### src/rtl/alu_ctrl_stage.sv
// Registered ALU control decoder for the ID/EX boundary. Undefined encodings
// raise a sticky trap that bubbles the stage until flushed.
//
// state | meaning
// RUN   | decoding and accepting instructions
// TRAP  | undefined encoding seen; inputs ignored, bubbles until flush
module alu_ctrl_stage #(
  parameter int FUNC_W = 6,
  parameter int CTRL_W = 4,
  parameter int CNT_W  = 8
) (
  input  logic              clk,
  input  logic              rst,
  input  logic              in_valid,
  input  logic              stall,
  input  logic              flush,
  input  logic [1:0]        alu_op,
  input  logic [FUNC_W-1:0] func,
  output logic              out_valid,
  output logic [CTRL_W-1:0] alu_ctrl,
  output logic              illegal,
  output logic              trap,
  output logic [CNT_W-1:0]  illegal_cnt
);

  typedef enum logic {RUN, TRAP} state_t;

  state_t            state, state_nxt;
  logic              out_valid_nxt, illegal_nxt;
  logic [CTRL_W-1:0] alu_ctrl_nxt;
  logic [CNT_W-1:0]  illegal_cnt_nxt;
  logic [3:0]        code;
  logic              legal;
  logic              upper_set;
  logic [5:0]        key;

  assign key       = func[5:0];
  assign upper_set = (func >> 6) != '0;

  always_comb begin
    code  = 4'd0;
    legal = 1'b0;
    unique case (alu_op)
      2'b10: begin
        legal = 1'b1;
        case (key)
          6'b100000: code = 4'd1;
          6'b100010: code = 4'd2;
          6'b100100: code = 4'd3;
          6'b100101: code = 4'd4;
          6'b100110: code = 4'd5;
          6'b100011: code = 4'd6;
          6'b100111: code = 4'd7;
          6'b101000: code = 4'd8;
          6'b000000: code = 4'd0;
          default:   legal = 1'b0;
        endcase
      end
      2'b00: begin
        legal = 1'b1;
        case (key)
          6'b001000: code = 4'd1;
          6'b001100: code = 4'd3;
          6'b001101: code = 4'd4;
          6'b001110: code = 4'd5;
          6'b001001: code = 4'd8;
          6'b100011: code = 4'd1;
          6'b101011: code = 4'd1;
          6'b000011: code = 4'd10;
          6'b000100: code = 4'd11;
          default:   legal = 1'b0;
        endcase
      end
      2'b11: begin
        legal = 1'b1;
        code  = 4'd9;
      end
      default: legal = 1'b0;
    endcase
    // Branch-compare ignores func entirely, so wide-func bits only matter elsewhere.
    if (alu_op != 2'b11 && upper_set) legal = 1'b0;
    if (!legal) code = 4'd0;
  end

  always_comb begin
    state_nxt       = state;
    out_valid_nxt   = out_valid;
    alu_ctrl_nxt    = alu_ctrl;
    illegal_nxt     = illegal;
    illegal_cnt_nxt = illegal_cnt;
    if (flush) begin
      state_nxt     = RUN;
      out_valid_nxt = 1'b0;
      alu_ctrl_nxt  = '0;
      illegal_nxt   = 1'b0;
    end else if (!stall) begin
      out_valid_nxt = 1'b0;
      alu_ctrl_nxt  = '0;
      illegal_nxt   = 1'b0;
      if (state == RUN && in_valid) begin
        out_valid_nxt = 1'b1;
        if (legal) begin
          alu_ctrl_nxt = CTRL_W'(code);
        end else begin
          illegal_nxt = 1'b1;
          state_nxt   = TRAP;
          if (illegal_cnt != '1) illegal_cnt_nxt = illegal_cnt + CNT_W'(1);
        end
      end
    end
  end

  always_ff @(posedge clk) begin
    if (rst) begin
      state       <= RUN;
      out_valid   <= 1'b0;
      alu_ctrl    <= '0;
      illegal     <= 1'b0;
      illegal_cnt <= '0;
    end else begin
      state       <= state_nxt;
      out_valid   <= out_valid_nxt;
      alu_ctrl    <= alu_ctrl_nxt;
      illegal     <= illegal_nxt;
      illegal_cnt <= illegal_cnt_nxt;
    end
  end

  assign trap = (state == TRAP);

endmodule

### config.mk
export PLATFORM = sky130hd
export DESIGN_NAME = alu_ctrl_stage
export DESIGN_NICKNAME = d
export VERILOG_FILES = /design/src/rtl/alu_ctrl_stage.sv
export SDC_FILE = /design/constraint.sdc
export NUM_CORES = 1
export LEC_CHECK = 0
export CAP_MARGIN = 20
export CORE_MARGIN = 2
export CORE_UTILIZATION = 46
export CTS_CLUSTER_SIZE = 12
export DETAILED_ROUTE_END_ITERATION = 16
export PLACE_DENSITY = 0.87
export SLEW_MARGIN = 10
export SYNTH_ARGS = -nofsm -noshare
export SYNTH_HDL_FRONTEND = slang
export SYNTH_SLANG_ARGS = --single-unit
### constraint.sdc
create_clock -name clk -period 3.1 [get_ports clk]
set_input_delay 0.93 -clock clk [delete_from_list [all_inputs] [get_ports clk]]
set_output_delay 0.93 -clock clk [all_outputs]
set_load 0.03 [all_outputs]
# ---- Yosys cells after proc, flatten, opt, wreduce, memory -nomap -nowiden
# Cells that the tools add are included.
dict set report totals {
  reg_bits 15
  elab_cells 49
  input_bits 13
}
dict set report classes {
  bitwise_logic 4
  muxes 11
  eq_ne 19
  n_addsub 1
  reduce_logical 9
}
# op n
set op_table {}
lappend op_table {{$eq 6x6->1 const B} 9}
lappend op_table {{$pmux 4 s8} 1}
lappend op_table {{$eq 6x4->1 const B} 5}
lappend op_table {{$pmux 4 s7} 1}
lappend op_table {{$reduce_or 9->1} 2}
lappend op_table {{$pmux 4 s3} 1}
lappend op_table {{$add 8x1->8 const B} 1}
lappend op_table {{$mux 4} 2}
lappend op_table {{$ne 8x8->1 const B} 1}
lappend op_table {{$eq 6x2->1 const B} 1}
lappend op_table {{$eq 6x3->1 const B} 1}
lappend op_table {{$logic_not 6->1} 1}
lappend op_table {{$mux 1} 5}
lappend op_table {{$reduce_and 5->1} 1}
lappend op_table {{$eq 2x2->1 const B} 2}
lappend op_table {{$not 1->1} 4}
lappend op_table {{$pmux 1 s3} 1}
lappend op_table {{$reduce_and 3->1} 1}
lappend op_table {{$reduce_or 3->1} 1}
lappend op_table {{$logic_not 2->1} 1}
lappend op_table {{$reduce_or 2->1} 1}
lappend op_table {{$logic_and 1x1->1} 1}

# ---- Logic depth before layout (Yosys ltp)
dict set report logic_depth {
  word_depth 6
  depth_mapped 7
  ltp_nobuf 6
}

# ---- Least setup slack after synthesis
# Ideal clock, no wire load.
dict set report synth_timing {
  path_kind {input-to-reg}
  from {in func[3]}
  to {reg illegal_cnt[4]}
  stages 7
  setup_ns 0.121
  setup_slack_ns 0.620
  arrival_time_ns 2.359
  required_ns 2.979
  path_buffers 1
  path_cell_list {buf_4 > inv_1 > maj3_2 > o41ai_2 > a21oi_1 > nand4_1 > mux2_2}
}
dict set report synth_via {
  elab_chain_len 6
}
# item line
set synth_lines {}
lappend synth_lines {{start: declaration} 18} ;# input logic [FUNC_W-1:0] func,
lappend synth_lines {{$eq 6x3->1 (tied with other cells)} 61} ;# case (key)
lappend synth_lines {{$reduce_or 9->1 (no line)} n/a}
lappend synth_lines {{$mux 1, on equally long branches} {61, 46}}
lappend synth_lines {{$pmux 1 s3 (*)} 43} ;# unique case (alu_op)
lappend synth_lines {{$not 1->1 (no line) (*)} n/a}
lappend synth_lines {{$reduce_and 5->1 (no line) (*)} n/a}
lappend synth_lines {{end signal: assignment} 125} ;# illegal_cnt <= illegal_cnt_nxt;
lappend synth_lines {{end: declaration} 23} ;# output logic [CNT_W-1:0] illegal_cnt
# Every way passes the cells marked *; elsewhere a longest branch is shown, timed or not.
# A chain may end at the register's enable or synchronous reset.

# ---- Worst setup path in the final report
dict set report layout_timing {
  from {in func[2]}
  to {reg illegal_cnt[7]}
}
# The elaborated chain is that of the path after synthesis.

==> implementation parameters <==
Parameter                              Value

STA
  Post-Route Setup TNS ... 0 ns
  Min Tclk post-route ... 2.91 ns
  Worst hold slack across all endpoints ... between 0.5 and 0.6 ns
  Unrepaired setup endpoints after global routing ... no
  Setup Viol. Count Final ... 0
  Highest attainable clock frequency ... 344 MHz
  PnR worst setup slack ... 0.191 ns
  Worst slew pin tran ... 0.419 ns
  Number of pins exceeding their max-slew limit in the final report ... 0
  Final hold vios ... 0
  Post-route fraction of the period consumed by the critical path ... 0.938
  Final setup skew ... 0.00856 ns
  Worst slew margin ... 0.718

Synthesis
  Synth Warn # ... 0
  Main flop type after synthesis ... sky130_fd_sc_hd__dfxtp_1
  Register area share after synthesis ... 0.310
  Number of nets in the synthesized netlist ... 127
  Synth async-reset ratio ... 0
  Commonest cells in the synthesized netlist ... sky130_fd_sc_hd__dfxtp_1, sky130_fd_sc_hd__a21oi_1, sky130_fd_sc_hd__nor2_1
  Area fraction of the dominant cell type after synthesis ... 0.310
  Cell area after technology mapping ... 970 µm²
  Mapped Cells ... about 110
  Largest area contributor in the synthesized netlist ... sky130_fd_sc_hd__dfxtp_1
  Synthesized area per cell ... 8.58 µm²
  Top-count cell post-synth ... sky130_fd_sc_hd__dfxtp_1
  Number of enable flip-flop cells after synthesis ... 0
  Unique cell type count in the Yosys netlist ... 44
  Number of register bits inferred by synthesis ... 15
  Most area-consuming cells after synthesis ... sky130_fd_sc_hd__dfxtp_1, sky130_fd_sc_hd__a21oi_1, sky130_fd_sc_hd__nor2_1

Min path
  Worst hold path cell count ... 2
  Destination of the worst hold path ... alu_ctrl[3]
  Startpoint of the worst hold path ... alu_ctrl[3]
  Worst Hold Class ... reg2reg

Worst setup path
  Worst reg2reg path startpoint ... illegal_cnt[0]
  Depth of the most critical reg-to-reg path ... 5
  Required time at the worst-slack endpoint ... 3.33 ns
  Worst reg2reg path endpoint ... illegal_cnt[3]
  Critical Path Start Type ... primary input
  Reg-to-reg slack, setup ... approximately 1.1 ns
  Critical path endpoint category ... register
  Startpoint-to-endpoint class of the critical path ... in2reg
  Arrival @ worst endpoint ... 3.13 ns
  Worst Path Max Fanout ... 7

Floorplan
  Height of the chip ... ~50 µm
  Total die area ... approximately 2500 µm²
  Core outline area ... 1980 µm²
  Count of boundary I/O pins ... 28
  Width of the die ... around 50 µm
  Standard-cell row count ... 16
  Initial core utilization ... 0.489

Final layout
  Fraction of layout instances using a drive strength above 1 ... 0.187
  Diodes inserted ... 0
  Relative area change from synthesis to final layout ... 39.5%
  Number of nets in the finished design ... 165

CTS
  Number of buffers created by CTS ... 3
  Clock root buffer master ... sky130_fd_sc_hd__clkbuf_4
  PostCTS Resize Cnt ... 0
  Total number of clock tree sinks ... 15
  Post-CTS repair timing setup buffer count ... 0
  Clk pin slew, worst setup/hold paths ... roughly 0.10 ns
  TritonCTS clock tree ... yes
  Clk_lat worst skew ... 0.30 ns
  Hold buffer count at CTS ... 0
  Max Root-Sink Buffers ... 2
  Deepest level of the CTS H-tree ... 1

Detailed routing
  Post-DR vias/cell ... 5.84
  Length of the first detailed-routing pass in iterations ... 4
  Wire length after detailed routing ... approximately 2600 µm
  Initial DRC count ... 26
  Drt wl/cell ... 14.6 µm
  Antenna violation net count after detailed routing ... 0
  Total via count in the routed design ... 1033
  Final routed DRC violation total ... 0

GRT
  Combined global-route utilization of all metal layers ... 0.240
  Vias in the first global route ... 1001
  Wire length of the first global-routing pass ... 4640 µm
  Pin count of the biggest net entering global routing ... 15
  Number of antenna violations at the first check in global routing ... 0
  Gr ovfl total ... 0

Job
  Max-cap check violation count ... 0

Power
  Power density cells ... 300 nW/µm²
  Static power due to leakage ... 0.501 nW
  Maximum vdd drop ... 0.255 mV

Placed design
  Count of buffers inserted at the top-level ports ... 27
  Gp weighted congestion ... 0.835
  Post-Place Setup Slack ... -0.0994 ns
  Detailed placement HPWL ... 2020 µm

Status
  Run status ... finished, final reports clean
-- state kept, by name, indices dropped and copies added, names as in the netlist --
register / flops
alu_ctrl: 4
illegal: 1
illegal_cnt: 8
out_valid: 1
trap: 1
-- kinds of logic after synthesis --
logic type               after synthesis  synth area share
XOR/XNOR                               3            0.0271
buffers and inverters                  8            0.0477
AND/OR/NAND/NOR                       48             0.297
AO/OA/AOI/OAI                         32             0.239
flip-flops                            15             0.310
adder cells (fa/ha/maj)                2            0.0245
multiplexers                           5            0.0555
-- cells in the final DEF (no fill, tap or decap), types with 2 or more instances in the layout --
master                             n
sky130_fd_sc_hd__clkbuf_4          3
sky130_fd_sc_hd__mux2_2            3
sky130_fd_sc_hd__mux2i_1           2
sky130_fd_sc_hd__o31ai_1           2
sky130_fd_sc_hd__nor3b_1           2
sky130_fd_sc_hd__nand4_1           3
sky130_fd_sc_hd__nor2_1           11
sky130_fd_sc_hd__a21oi_1          12
sky130_fd_sc_hd__nor2b_1           5
sky130_fd_sc_hd__dfxtp_1          15
sky130_fd_sc_hd__inv_1             2
sky130_fd_sc_hd__nor3_1            3
sky130_fd_sc_hd__a21boi_0          2
sky130_fd_sc_hd__o21ai_0           4
sky130_fd_sc_hd__clkdlybuf4s50_1  27
sky130_fd_sc_hd__or4_1             2
sky130_fd_sc_hd__buf_4            12
sky130_fd_sc_hd__nand3_1           6
sky130_fd_sc_hd__xnor2_1           3
sky130_fd_sc_hd__a22oi_1           2
sky130_fd_sc_hd__o41ai_2           2
sky130_fd_sc_hd__nand2_1           5
-- worst max-delay path, stage by stage --
cell and delay, ns:
sky130_fd_sc_hd__clkdlybuf4s50_1 0.69, sky130_fd_sc_hd__nor4bb_1 0.13, sky130_fd_sc_hd__a21oi_1 0.22, sky130_fd_sc_hd__o311ai_1 0.16, sky130_fd_sc_hd__buf_4 0.18, sky130_fd_sc_hd__and2_4 0.16, sky130_fd_sc_hd__or4_1 0.51, sky130_fd_sc_hd__a21oi_1 0.15
-- routing by layer --
metal,global-route usage,part of all wire
met1,0.294,0.46
met2,0.413,0.49
met3,0.0485,0.039
met4,0.0833,0.018
met5,0,0
-- cell type report --
cell class | instances | area, µm²
multi-input combinational | 90 | 623
sequential | 15 | 300
clock inverter | 1 | 5.00
inverter | 2 | 7.51
tap | 27 | 33.8
timing repair buffer | 39 | 360
clock buffer | 3 | 22.5
fill | 160 | 629
-- power by group --
group          switching [W]  internal (W)
registers         0.00000168      0.000195
logic              0.0000484     0.0000450
clock network      0.0000675     0.0000481
total               0.000118      0.000288
-- worst max path at each step --
stage                 start             end  slack, ns
finish              func[2]  illegal_cnt[7]       0.19
global route        func[2]  illegal_cnt[5]       0.09
CTS                 func[2]  illegal_cnt[7]       0.20
detailed placement  func[2]  illegal_cnt[7]       -0.1
global placement    func[2]  illegal_cnt[3]       0.01
floorplan           func[3]  illegal_cnt[4]       0.62
-- stage by stage --
step	instance area, µm²	power [W]	util	instances
6_report	1350	0.000405	0.682	177
5_1_grt	1350	0.000429	0.682	177
4_1_cts	1350	0.000406	0.682	177
3_5_place_dp	1330	0.000293	0.669	173
3_3_place_gp	1330	0.000289	0.669	173
2_1_floorplan	970	0.000251	-	113
Note: power is estimated with default switching activity, not from simulation.
